<file path="config.mk">
export PLATFORM = sky130hd
export DESIGN_NAME = pll_x4_rst_seq
export DESIGN_NICKNAME = d
export VERILOG_FILES = /design/src/rtl/pll_x4_rst_seq.sv
export SDC_FILE = /design/constraint.sdc
export NUM_CORES = 1
export LEC_CHECK = 0
export CAP_MARGIN = 20
export CELL_PAD_IN_SITES_DETAIL_PLACEMENT = 0
export CELL_PAD_IN_SITES_GLOBAL_PLACEMENT = 1
export CORE_UTILIZATION = 40
export CTS_CLUSTER_DIAMETER = 150
export DETAILED_ROUTE_END_ITERATION = 8
export DONT_BUFFER_PORTS = 1
export GPL_ROUTABILITY_DRIVEN = 1
export PLACE_DENSITY_LB_ADDON = 0.1
export SLEW_MARGIN = 20
export SYNTH_ARGS = -nofsm -noshare
export SYNTH_HDL_FRONTEND = slang
export SYNTH_SLANG_ARGS = --single-unit
export TNS_END_PERCENT = 100
</file>
<file path="constraint.sdc">
create_clock -name clk -period 2.1 [get_ports clk]
set_input_delay 0.105 -clock clk [delete_from_list [all_inputs] [get_ports clk]]
set_output_delay 0.105 -clock clk [all_outputs]
set_load 0.02 [all_outputs]
</file>
<file path="src/rtl/pll_x4_rst_seq.sv">
// Reset/lock sequencer around the x4 PLL wrapper. It pulses PLL RST, waits for
// LOCK, debounces it, and only then releases the x4-domain reset. Lock loss in
// RUN and lock timeouts re-cycle the PLL and are counted (saturating).
module pll_x4_rst_seq #(
  parameter int RST_CYCLES     = 16,
  parameter int STABLE_CYCLES  = 1024,
  parameter int TIMEOUT_CYCLES = 65536,
  parameter int CNT_W          = 8
) (
  input  logic             clk,
  input  logic             reset_n,
  input  logic             pll_lock,
  input  logic             restart,
  output logic             pll_rst,
  output logic             sys_rst_n,
  output logic             ready,
  output logic [CNT_W-1:0] loss_cnt,
  output logic [CNT_W-1:0] timeout_cnt
);

  localparam int MAX_AB = (RST_CYCLES > STABLE_CYCLES) ? RST_CYCLES : STABLE_CYCLES;
  localparam int MAX_N  = (MAX_AB > TIMEOUT_CYCLES) ? MAX_AB : TIMEOUT_CYCLES;
  localparam int CW     = (MAX_N > 1) ? $clog2(MAX_N) : 1;

  localparam logic [CW-1:0]    RST_LAST = CW'(RST_CYCLES - 1);
  localparam logic [CW-1:0]    STB_LAST = CW'(STABLE_CYCLES - 1);
  localparam logic [CW-1:0]    TMO_LAST = CW'(TIMEOUT_CYCLES - 1);
  localparam logic [CNT_W-1:0] CNT_SAT  = '1;

  typedef enum logic [1:0] {
    RESET_PLL = 2'd0,
    WAIT_LOCK = 2'd1,
    STABLE    = 2'd2,
    RUN       = 2'd3
  } state_t;

  state_t          state, state_nx;
  logic [CW-1:0]   cnt, cnt_nx;
  logic            lock_m, lock_s;
  logic            loss_ev, tmo_ev;

  // Two-flop lock synchronizer. It is also held clear while the PLL is in
  // reset so a stale LOCK from before the reset pulse cannot shortcut the
  // debounce; every attempt sees a fresh lock edge.
  always_ff @(posedge clk) begin
    if (!reset_n || pll_rst) begin
      lock_m <= 1'b0;
      lock_s <= 1'b0;
    end else begin
      lock_m <= pll_lock;
      lock_s <= lock_m;
    end
  end

  // Next-state / shared-counter decode; restart overrides every transition.
  always_comb begin
    state_nx = state;
    cnt_nx   = cnt;
    loss_ev  = 1'b0;
    tmo_ev   = 1'b0;
    case (state)
      RESET_PLL: begin
        if (cnt == RST_LAST) begin
          state_nx = WAIT_LOCK;
          cnt_nx   = '0;
        end else begin
          cnt_nx = cnt + CW'(1);
        end
      end
      WAIT_LOCK: begin
        if (lock_s) begin
          state_nx = STABLE;
          cnt_nx   = '0;
        end else if (cnt == TMO_LAST) begin
          state_nx = RESET_PLL;
          cnt_nx   = '0;
          tmo_ev   = 1'b1;
        end else begin
          cnt_nx = cnt + CW'(1);
        end
      end
      STABLE: begin
        // A dropout here is a debounce glitch, not a loss.
        if (!lock_s) begin
          state_nx = WAIT_LOCK;
          cnt_nx   = '0;
        end else if (cnt == STB_LAST) begin
          state_nx = RUN;
          cnt_nx   = '0;
        end else begin
          cnt_nx = cnt + CW'(1);
        end
      end
      RUN: begin
        if (!lock_s) begin
          state_nx = RESET_PLL;
          cnt_nx   = '0;
          loss_ev  = 1'b1;
        end
      end
      default: begin
        state_nx = RESET_PLL;
        cnt_nx   = '0;
      end
    endcase
    // A loss seen in the same cycle as restart is still counted; a timeout
    // is not, since the restart pre-empts that transition.
    if (restart) begin
      state_nx = RESET_PLL;
      cnt_nx   = '0;
      tmo_ev   = 1'b0;
    end
  end

  // State, counter and registered Moore outputs decoded from the next state.
  always_ff @(posedge clk) begin
    if (!reset_n) begin
      state     <= RESET_PLL;
      cnt       <= '0;
      pll_rst   <= 1'b1;
      sys_rst_n <= 1'b0;
      ready     <= 1'b0;
    end else begin
      state     <= state_nx;
      cnt       <= cnt_nx;
      pll_rst   <= (state_nx == RESET_PLL);
      sys_rst_n <= (state_nx == RUN);
      ready     <= (state_nx == RUN);
    end
  end

  // Saturating event counters, cleared only by reset_n.
  always_ff @(posedge clk) begin
    if (!reset_n) begin
      loss_cnt    <= '0;
      timeout_cnt <= '0;
    end else begin
      if (loss_ev && loss_cnt != CNT_SAT)
        loss_cnt <= loss_cnt + CNT_W'(1);
      if (tmo_ev && timeout_cnt != CNT_SAT)
        timeout_cnt <= timeout_cnt + CNT_W'(1);
    end
  end

endmodule

</file>
==> results.sh <==
export IMPL_drv_cap=0
export IMPL_crit_path_max_fanout=15
export IMPL_hp_start="reset_n"
export IMPL_synth_seq_cells=38
export IMPL_tns_ns=0
export IMPL_drtAntennaViolNets=0
export IMPL_synth_top_cell_area_share_pct=41.93
export IMPL_cts_setup_buffers=0
export IMPL_layout_setup_ws_ns=0.1336
export IMPL_row_count=24
export IMPL_worst_pin_slew_ns=0.4874
export IMPL_startpoint_type="register"
export IMPL_max_stage_delay_ns=0.55
export IMPL_grt_pass1_vias=1421
export IMPL_synthTopCellsByCount="dfxtp_1, nor2_1, nand2_1"
export IMPL_ys_flop_type="dfxtp_1"
export IMPL_reg2reg_depth=6
export IMPL_grt_max_degree=19
export IMPL_die_h_um=69.35
export IMPL_drive_above_1_share_pct=16.51
export IMPL_finalSetupViolCount=0
export IMPL_fmax_mhz=508.5
export IMPL_synth_most_common_cell="dfxtp_1"
export IMPL_use_met2_pct=25.78
export IMPL_finalHoldWorstSlack_ns=0.01174
export IMPL_synth_cells=201
export IMPL_finClkSkew_ns=0.008208
export IMPL_ys_top_cells_by_area="dfxtp_1, xor2_1, xnor2_1, nor2_1, nor2_2"
export IMPL_nets=218
export IMPL_synth_edf_count=0
export IMPL_io_pin_count=23
export IMPL_die_w_um=69.35
export IMPL_peakVddDrop_mv=0.3796
export IMPL_drt_iter0_markers=67
export IMPL_fin_crit_sh_pct=93.64
export IMPL_dp_cells=255
export IMPL_syn_nets=208
export IMPL_yosysSeqAreaShare_pct=41.93
export IMPL_tritoncts="yes"
export IMPL_use_met3_pct=5.087
export IMPL_clk_latency_ns=0.29
export IMPL_cts_num_sinks=38
export IMPL_min_path_cells=2
export IMPL_syn_area_um2=1814
export IMPL_dpl_instance_area_um2=1917
export IMPL_antenna_found_initial=0
export IMPL_drt_pass1_iterations=4
export IMPL_postLayoutCellArea_um2=2021
export IMPL_relSlewSlack_pct=67.44
export IMPL_rsz0062_at_grt="no"
export IMPL_grtUsageMet1_pct=19.01
export IMPL_ys_async_sr_fraction_pct=0
export IMPL_place_congestion=0.7781
export IMPL_timing_rr_end="cnt[3]$_SDFFE_PP0P_"
export IMPL_wl_um=3531
export IMPL_end_kind="register"
export IMPL_port_buffers=0
export IMPL_root_buffer="clkbuf_8"
export IMPL_vias=1437
export IMPL_wire_per_inst_um=13.38
export IMPL_cp_data_required_time_ns=2.28
export IMPL_clock_path_buffers=2
export IMPL_die_area_um2=4809
export IMPL_overflow=0
export IMPL_holdPathEnd="cnt[12]$_SDFFE_PP0P_"
export IMPL_arrival_ns=2.14
export IMPL_leakagePower_nw=0.7265
export IMPL_fp_coreArea_um2=4354
export IMPL_fillers=412
export IMPL_r2r_start="cnt[10]$_SDFFE_PP0P_"
export IMPL_path_clk_slew_ns=0.08
export IMPL_start_util_pct=41.67
export IMPL_place_ws_ns=0.1436
export IMPL_yosysWarnings=0
export IMPL_cts_buffers=5
export IMPL_gr_usage_all_layers_pct=15.77
export IMPL_hold_path_class="in -> reg"
export IMPL_crit_chain="or4_4 -> nor4_4 -> a311oi_2 -> a211oi_4 -> buf_12 -> nor2_1"
export IMPL_slew_violations=0
export IMPL_hpwl_um=2612
export IMPL_status="finished clean"
export IMPL_rrSetupSlack_ns=0.13
export IMPL_final_hold_violation_count=0
export IMPL_powerDensity_nw_per_um2=626.0
export IMPL_yosysUniqueCellTypes=44
export IMPL_vias_per_cell=5.443
export IMPL_critPathKind="reg -> reg"
export IMPL_top_usage_layer="met2"
export IMPL_drc_errors=0
export IMPL_slowest_stage="or4_4"
export IMPL_yosysTopAreaCell="dfxtp_1"
export IMPL_area_growth_pct=11.38
export IMPL_diodes=0
export IMPL_htree_levels=2
export IMPL_final_min_clock_period_ns=1.966
export IMPL_finalNonFillerCells=264
export IMPL_synth_area_per_cell_um2=9.026
export IMPL_grt_pass1_wl_um=6168
worst max-delay path: cells and delay by family (launching register included):
family / cells / cell delay, ns
buffers and inverters: 1 / 0.19
AO/OA/AOI/OAI: 2 / 0.49
AND/OR/NAND/NOR: 3 / 0.81
flip-flops: 1 / 0.36
area by class of cell:
cell class	count	area, um2	area share, %
clock buffer	7	86.33	4.272
inverter	6	22.52	1.115
clock inverter	1	5.005	0.2477
multi-input combinational	151	998.5	49.41
timing repair buffer	9	82.58	4.087
sequential	38	760.7	37.65
tap	52	65.06	3.220
timing repair:
item                                   4_1_cts  5_1_grt
hold buffers                                 1        0
setup endpoints to repair                    0        1
endpoints found under the hold margin        1        0
resized for setup                            0        1
sequential cells by signal (all words and copies together) (netlist names):
register	count
lock_s	1
loss_cnt	8
ready	1
pll_rst	1
state	2
timeout_cnt	8
lock_m	1
cnt	16
cell usage in the layout, fill, tap and decap left out, drive strengths merged, types with 2 or more instances in the layout:
| master | netlist | routed |
|---|---|---|
| dfxtp | 38 | 38 |
| nor3b | 2 | 2 |
| xor2 | 13 | 13 |
| and2 | 2 | 2 |
| nand2 | 14 | 14 |
| ha | 3 | 3 |
| mux2i | 3 | 3 |
| a211oi | 2 | 2 |
| nor2 | 34 | 34 |
| nor3 | 7 | 7 |
| clkinv | 1 | 2 |
| clkbuf | 3 | 7 |
| nand3 | 14 | 14 |
| xnor2 | 11 | 11 |
| nand4 | 9 | 9 |
| inv | 5 | 5 |
| or3 | 4 | 4 |
| o21ai | 3 | 3 |
| o31ai | 2 | 2 |
| or4 | 3 | 3 |
| buf | 3 | 8 |
| a21oi | 8 | 8 |
| nor2b | 4 | 4 |
| and4 | 2 | 2 |
| nor4 | 2 | 2 |
power by group:
part           internal (W)  leakage (nW)  switching (W)
combinational     0.0000104         0.372      0.0000162
sequential         0.000722         0.306     0.00000204
clock              0.000265        0.0482       0.000249
total              0.000997         0.726       0.000268
how the worst max path moves through the flow:
| stage | start | end | slack (ns) |
|---|---|---|---|
| after floorplan | cnt[10]$_SDFFE_PP0P_ | cnt[6]$_SDFFE_PP0P_ | 0.17 |
| after global placement | cnt[10]$_SDFFE_PP0P_ | cnt[0]$_SDFFE_PP0P_ | 0.19 |
| after detailed placement | cnt[10]$_SDFFE_PP0P_ | cnt[1]$_SDFFE_PP0P_ | 0.14 |
| after CTS | cnt[0]$_SDFFE_PP0P_ | timeout_cnt[6]$_SDFFE_PN0P_ | 0.13 |
| after global routing | cnt[0]$_SDFFE_PP0P_ | timeout_cnt[4]$_SDFFE_PN0P_ | 0.03 |
| final | cnt[10]$_SDFFE_PP0P_ | cnt[3]$_SDFFE_PP0P_ | 0.13 |
logic make-up (layout without fill, tap and decap cells):
family / after synthesis / count (layout) / synth area share (%)
compound gates: 20 / 20 / 8.000
xor+xnor: 24 / 24 / 11.59
fa+ha+maj: 3 / 3 / 2.069
buf+inv: 12 / 23 / 3.172
flops: 38 / 38 / 41.93
mux: 3 / 3 / 1.655
simple gates: 101 / 101 / 31.59
per-stage QoR:
stage	utilization, %	total power [W]
final	46.41	0.001265
after global placement	44.02	0.0007656
after global routing	46.41	0.001320
after floorplan	-	0.0007595
after detailed placement	44.02	0.0007667
after CTS	46.35	0.001283
metal layers:
metal | wire length, um | vias up | part of all wire [%]
met5 | 0 | - | 0
met4 | 51 | 0 | 1.4
met3 | 158 | 5 | 4.5
met2 | 1608 | 25 | 46
met1 | 1712 | 694 | 48
li1 | - | 713 | -
Power figures use the tool's default switching activity.
